==> src/rtl/accumulator_bank.sv <==
// accumulator_bank: one crossbar-side buffer bank. Accumulates routed partial
// products with signed saturation, then drains and clears every entry on request.
module accumulator_bank #(
    parameter int unsigned TILE_SIZE   = 256,
    parameter int unsigned ENTRY_COUNT = 256,
    parameter int unsigned DATA_WIDTH  = 8,
    localparam int unsigned CW = $clog2(TILE_SIZE),
    localparam int unsigned EW = $clog2(ENTRY_COUNT)
) (
    input  logic                  clk,
    input  logic                  reset,
    input  logic [1:0]            bitwidth,
    input  logic [CW-1:0]         write_row,
    input  logic [CW-1:0]         write_column,
    input  logic [DATA_WIDTH-1:0] write_data,
    input  logic                  write_enable,
    output logic                  bank_stall,
    input  logic                  drain_start,
    output logic                  drain_valid,
    input  logic                  drain_ready,
    output logic [EW-1:0]         drain_index,
    output logic [DATA_WIDTH-1:0] drain_data,
    output logic                  drain_done
);

    localparam int unsigned DW = DATA_WIDTH;
    localparam logic [EW-1:0] LAST_IDX = EW'(ENTRY_COUNT - 1);
    localparam logic [DW-1:0] SAT_MAX  = {1'b0, {(DW-1){1'b1}}};
    localparam logic [DW-1:0] SAT_MIN  = {1'b1, {(DW-1){1'b0}}};

    typedef enum logic [1:0] {
        ST_ACCUM = 2'd0,
        ST_FLUSH = 2'd1,
        ST_DRAIN = 2'd2
    } state_e;

    state_e state_q, state_d;

    logic [DW-1:0] mem_q [ENTRY_COUNT];

    logic          s1_valid_q, s1_valid_d;
    logic [EW-1:0] s1_idx_q,   s1_idx_d;
    logic [DW-1:0] s1_data_q,  s1_data_d;

    logic          stall_q,  stall_d;
    logic          dvalid_q, dvalid_d;
    logic [EW-1:0] didx_q,   didx_d;
    logic [DW-1:0] ddata_q,  ddata_d;
    logic          done_q,   done_d;

    logic          accept_c;
    logic          drain_fire_c;
    logic [DW:0]   sum_c;
    logic [DW-1:0] acc_c;
    logic          unused_col_c;

    // Column coordinate only selected the bank upstream.
    assign unused_col_c = ^write_column;

    assign accept_c = write_enable && !stall_q;

    // S1 capture: entry index follows the current mode, not a latched one.
    always_comb begin
        s1_valid_d = accept_c;
        s1_idx_d   = s1_idx_q;
        s1_data_d  = s1_data_q;
        if (accept_c) begin
            s1_idx_d  = EW'(write_row >> bitwidth);
            s1_data_d = write_data;
        end
    end

    // S2 add: storage already holds the previous write, so back-to-back hits chain.
    always_comb begin
        sum_c = {mem_q[s1_idx_q][DW-1], mem_q[s1_idx_q]} + {s1_data_q[DW-1], s1_data_q};
        acc_c = sum_c[DW-1:0];
        if (sum_c[DW] != sum_c[DW-1]) begin
            acc_c = sum_c[DW] ? SAT_MIN : SAT_MAX;
        end
    end

    // Next-state and registered-output logic for the accumulate/flush/drain sequence.
    always_comb begin
        state_d      = state_q;
        stall_d      = stall_q;
        dvalid_d     = dvalid_q;
        didx_d       = didx_q;
        ddata_d      = ddata_q;
        done_d       = 1'b0;
        drain_fire_c = 1'b0;

        case (state_q)
            ST_ACCUM: begin
                stall_d = 1'b0;
                if (drain_start) begin
                    state_d = ST_FLUSH;
                    stall_d = 1'b1;
                end
            end

            ST_FLUSH: begin
                stall_d = 1'b1;
                if (!s1_valid_q) begin
                    state_d  = ST_DRAIN;
                    dvalid_d = 1'b1;
                    didx_d   = '0;
                    ddata_d  = mem_q[0];
                end
            end

            ST_DRAIN: begin
                stall_d = 1'b1;
                if (dvalid_q && drain_ready) begin
                    drain_fire_c = 1'b1;
                    if (didx_q == LAST_IDX) begin
                        state_d  = ST_ACCUM;
                        stall_d  = 1'b0;
                        dvalid_d = 1'b0;
                        didx_d   = '0;
                        ddata_d  = '0;
                        done_d   = 1'b1;
                    end else begin
                        didx_d  = didx_q + EW'(1);
                        ddata_d = mem_q[didx_q + EW'(1)];
                    end
                end
            end

            default: begin
                state_d  = ST_ACCUM;
                stall_d  = 1'b0;
                dvalid_d = 1'b0;
                didx_d   = '0;
                ddata_d  = '0;
            end
        endcase
    end

    // Control and pipeline registers.
    always_ff @(posedge clk) begin
        if (reset) begin
            state_q    <= ST_ACCUM;
            s1_valid_q <= 1'b0;
            s1_idx_q   <= '0;
            s1_data_q  <= '0;
            stall_q    <= 1'b0;
            dvalid_q   <= 1'b0;
            didx_q     <= '0;
            ddata_q    <= '0;
            done_q     <= 1'b0;
        end else begin
            state_q    <= state_d;
            s1_valid_q <= s1_valid_d;
            s1_idx_q   <= s1_idx_d;
            s1_data_q  <= s1_data_d;
            stall_q    <= stall_d;
            dvalid_q   <= dvalid_d;
            didx_q     <= didx_d;
            ddata_q    <= ddata_d;
            done_q     <= done_d;
        end
    end

    // Entry storage: S2 writeback and drain clear never coincide (pipeline empty in DRAIN).
    always_ff @(posedge clk) begin
        if (reset) begin
            for (int unsigned i = 0; i < ENTRY_COUNT; i++) begin
                mem_q[i] <= '0;
            end
        end else if (s1_valid_q) begin
            mem_q[s1_idx_q] <= acc_c;
        end else if (drain_fire_c) begin
            mem_q[didx_q] <= '0;
        end
    end

    assign bank_stall  = stall_q;
    assign drain_valid = dvalid_q;
    assign drain_index = didx_q;
    assign drain_data  = ddata_q;
    assign drain_done  = done_q;

endmodule

==> config.mk <==
export PLATFORM = sky130hd
export DESIGN_NAME = accumulator_bank
export DESIGN_NICKNAME = d
export VERILOG_FILES = /design/src/rtl/accumulator_bank.sv
export SDC_FILE = /design/constraint.sdc
export NUM_CORES = 2
export LEC_CHECK = 0
export BUFFER_PORTS_ARGS = -buffer_cell sky130_fd_sc_hd__buf_2
export CAP_MARGIN = 20
export CELL_PAD_IN_SITES_DETAIL_PLACEMENT = 0
export CELL_PAD_IN_SITES_GLOBAL_PLACEMENT = 1
export CORE_ASPECT_RATIO = 1.4
export CORE_MARGIN = 3
export CORE_UTILIZATION = 36
export CTS_BUF_LIST = sky130_fd_sc_hd__clkbuf_16
export DETAILED_ROUTE_END_ITERATION = 8
export GPL_TIMING_DRIVEN = 0
export PLACE_DENSITY_LB_ADDON = 0.3
export REMOVE_ABC_BUFFERS = 1
export SETUP_SLACK_MARGIN = 0.5
export SYNTH_ARGS = -nofsm -noshare
export SYNTH_HDL_FRONTEND = slang
export SYNTH_SLANG_ARGS = --single-unit
==> constraint.sdc <==
create_clock -name clk -period 13.1 [get_ports clk]
set_clock_uncertainty 0.1 [all_clocks]
set_input_delay 0.655 -clock clk [delete_from_list [all_inputs] [get_ports clk]]
set_output_delay 0.655 -clock clk [all_outputs]
set_load 0.02 [all_outputs]
==> flow_summary_export.csv <==
group,metric,value,unit
timing,grt_setup_unrepaired,"no",
clock_tree,clock-sinks,2094,
synth,synth_ff_type,"edfxtp_1",
global_route,grt_max_degree,116,
drt,drtIter0Drc,11947,
clock_tree,clk_pin_slew,0.07,ns
synth,syn-cell-area,116000,um2
timing,fin_crit,10.29,ns
timing,finalMaxSlewViolations,3,
global_route,groute.usage.overall,0.270,
power_and_ir_drop,powerDensity,136,nW/um2
drt,dr_wl_met2,218000,um
placement,portBuffers,41,
job,cap_viol_max_count,0,
global_route,grt_pass1_wl,638000,um
placement,dp.final_hpwl,313000,um
hold_path,worstHoldPathCells,4,
placement,globalplace.congestion,0.893,
power_and_ir_drop,cellLeakagePower,39.5,nW
floorplanning,dieWidth,485,um
timing,max_freq,97.2,MHz
hold_path,worstHoldStart,"write_enable",
drt,top_layer_used,"met5",
clock_tree,ctsLongestPathBuffers,4,
synth,syn_area_per_cell,14.5,um2
layout,mostFrequentLayoutCells,"edfxtp_1 (2048), nor4_1 (1783), mux4_2 (1206)",
global_route,antenna_found_initial,21,
worst_setup_path,cp.required,13.61,ns
hold_path,min_to,"s1_data_q[4]",
placement,place_area,124000,um2
global_route,grt-ovfl-total,0,
floorplanning,rows,245,
layout,final_area,131000,um2
drt,vias,82111,
timing,slew_headroom,-0.0175,
synth,yosysUniqueCellTypes,80,
timing,fin_crit_sh,0.785,
drt,wl_met1,157000,um
clock_tree,htree_levels,4,
worst_setup_path,rrSetupSlack,2.81,ns
worst_setup_path,start_kind,"flip-flop",
timing,hold_viol,0,
timing,worst_pin_slew,1.53,ns
synth,ys_async_sr_fraction,0,
timing,fin_tns_setup,0,ns
drt,wire_per_inst,38.4,um
drt,postRouteAntennaNets,0,
floorplanning,core_area,319000,um2
worst_setup_path,r2r_end,"mem_q[52][2]",
worst_setup_path,r2r_cells,27,
global_route,grt_pass1_vias,81062,
run_status,status,"complete, but fails checks",
drt,viasPerCell,6.95,
drt,wl_met3,45400,um
layout,drive_gt1_frac,0.277,
hold_path,hold_class,"in -> reg",
run_status,violations,"slew limit",
clock_tree,ctsResizeCount,0,
floorplanning,initial_core_util,0.363,
worst_setup_path,arrival,10.80,ns
worst_setup_path,worstSetupPathType,"reg -> reg",
clock_tree,root_buffer,"clkbuf_16",
layout,layout_commonest_cell,"edfxtp_1",
floorplanning,io_pins,50,
synth,yosysSeqAreaShare,0.539,
clock_tree,numCtsBuffers,216,
drt,drc,0,
worst_setup_path,path_max_fanout,39,
synth,synth_warnings,0,
layout,fill_cells,28623,
timing,setup_viol,0,
layout,num-nets-final,7479,
clock_tree,cts_tree,"done",
floorplanning,die_area,329000,um2
worst_setup_path,worst_setup_path_end_kind,"flip-flop",
clock_tree,clock_latency,0.92,ns
drt,wirelength,454000,um
synth,synth_cells,7995,
synth,synth_edf_count,2048,
drt,dr.pass1.iters,6,
power_and_ir_drop,peakVddDrop,0.118,mV
synth,yosys_register_bits,2094,
layout,synthToLayoutAreaGrowth,13.4,%
floorplanning,chipHeight,677,um
[how the worst max path moves through the flow]
stage	startpoint	endpoint	slack, ns
6_report	flip-flop	mem_q[52][2]	2.81
5_1_grt	flip-flop	mem_q[53][4]	2.53
4_1_cts	flip-flop	mem_q[52][2]	3.08
3_5_place_dp	flip-flop	mem_q[52][2]	3.10
3_3_place_gp	flip-flop	mem_q[54][4]	-126.15
2_1_floorplan	flip-flop	mem_q[0][0]	-77.40
[cell usage after synthesis (17+ instances only)]
cell type	n	share of area
nor4_1	1783	0.096
a21o_1	24	0.0016
a31oi_1	21	0.0011
nand2_1	397	0.013
buf_1	93	0.0030
nand3_1	155	0.0067
nor3_1	47	0.0020
dfxtp_1	46	0.0079
clkbuf_1	539	0.017
edfxtp_1	2048	0.53
o21ai_0	18	0.00078
buf_6	31	0.0030
a22oi_1	64	0.0041
nand2b_1	60	0.0032
mux4_2	1206	0.23
o21bai_1	189	0.012
buf_4	61	0.0040
buf_2	494	0.021
nor2b_1	18	0.00097
a21oi_1	76	0.0033
nor2_1	329	0.011
nand4_1	27	0.0015
a22o_1	17	0.0013
nor4_2	17	0.0018
[cells by family (layout without fill, tap and decap cells)]
kind of cell / count (synthesis) / after routing / share of synthesized area
flip-flops: 2094 / 2094 / 0.539
AND/OR/NAND/NOR: 2900 / 2900 / 0.141
AO/OA/AOI/OAI: 525 / 525 / 0.0332
adder cells (fa/ha/maj): 14 / 14 / 0.00158
multiplexers: 1222 / 1222 / 0.236
other: 0 / 13 / 0
XOR/XNOR: 12 / 12 / 0.000972
buffers and inverters: 1228 / 831 / 0.0491
[worst max-delay path: stages, from the launching register on]
cell,delay (ns)
dfxtp_4,0.74
buf_16,0.36
buf_16,0.34
buf_16,0.32
buf_16,0.31
mux4_2,0.61
mux4_2,0.54
a22oi_1,1.14
nand2_1,0.14
a22oi_1,0.32
nand3_1,0.12
ha_1,0.25
fa_1,0.44
a21o_1,0.18
a21oi_1,0.28
o21bai_1,0.10
a21oi_1,0.37
nand4b_1,0.22
a21oi_4,0.89
buf_12,0.30
buf_12,0.24
buf_12,0.24
buf_12,0.23
buf_12,0.22
buf_12,0.23
buf_16,0.18
buf_12,0.21
nor4_1,0.09
[power by group]
group          leakage, nW  internal, mW  switching (mW)  total, mW
logic                 14.4          1.40            2.52       3.92
clock network         3.49          3.42            2.78       6.19
registers             21.5          7.56           0.143       7.71
[per-layer routing]
| metal | up-vias | global-route usage |
|---|---|---|
| met5 | - | 0 |
| met4 | 16 | 0.162 |
| met3 | 1006 | 0.0580 |
| met2 | 5164 | 0.440 |
| met1 | 43286 | 0.328 |
| li1 | 32639 | - |
[registers in the layout, summed over array words and instances, names as in the netlist, named ones only]
name,flops
mem_q,2048
drain_data,8
drain_index,8
s1_data_q,8
s1_idx_q,8
state_q,2
bank_stall,1
drain_done,1
drain_valid,1
s1_valid_q,1
[stage by stage]
| stage | hold WS, ns | total power, mW | cells | utilization | setup WS, ns |
|---|---|---|---|---|---|
| finish | 0.159 | 17.8 | 11810 | 0.412 | 2.81 |
| global route | 0.179 | 18.2 | 11801 | 0.412 | 2.53 |
| CTS | 0.122 | 17.8 | 11790 | 0.411 | 3.08 |
| detailed placement | 0.358 | 11.7 | 11398 | 0.390 | 3.10 |
| global placement | 0.363 | 11.4 | 11016 | 0.362 | -126.15 |
| floorplan | 0.335 | 9.87 | 6776 | - | -77.40 |
[timing repair]
item	4_1_cts	5_1_grt
hold endpoints to repair	10	0
setup buffers	0	0
hold buffers	10	0
[cell type report]
cell class                      instances  area, um2  share of cell area
Timing Repair Buffer                  440       8340              0.0635
Sequential cell                      2094      62400               0.475
Clock buffer                          218       5460              0.0415
Antenna cell                           13       32.5            0.000248
Clock inverter                        164       1310             0.00993
Inverter                                9       33.8            0.000257
Tap cell                             4199       5250              0.0400
Multi-Input combinational cell       4673      48500               0.369
Note: power is estimated with default switching activity, not from simulation.
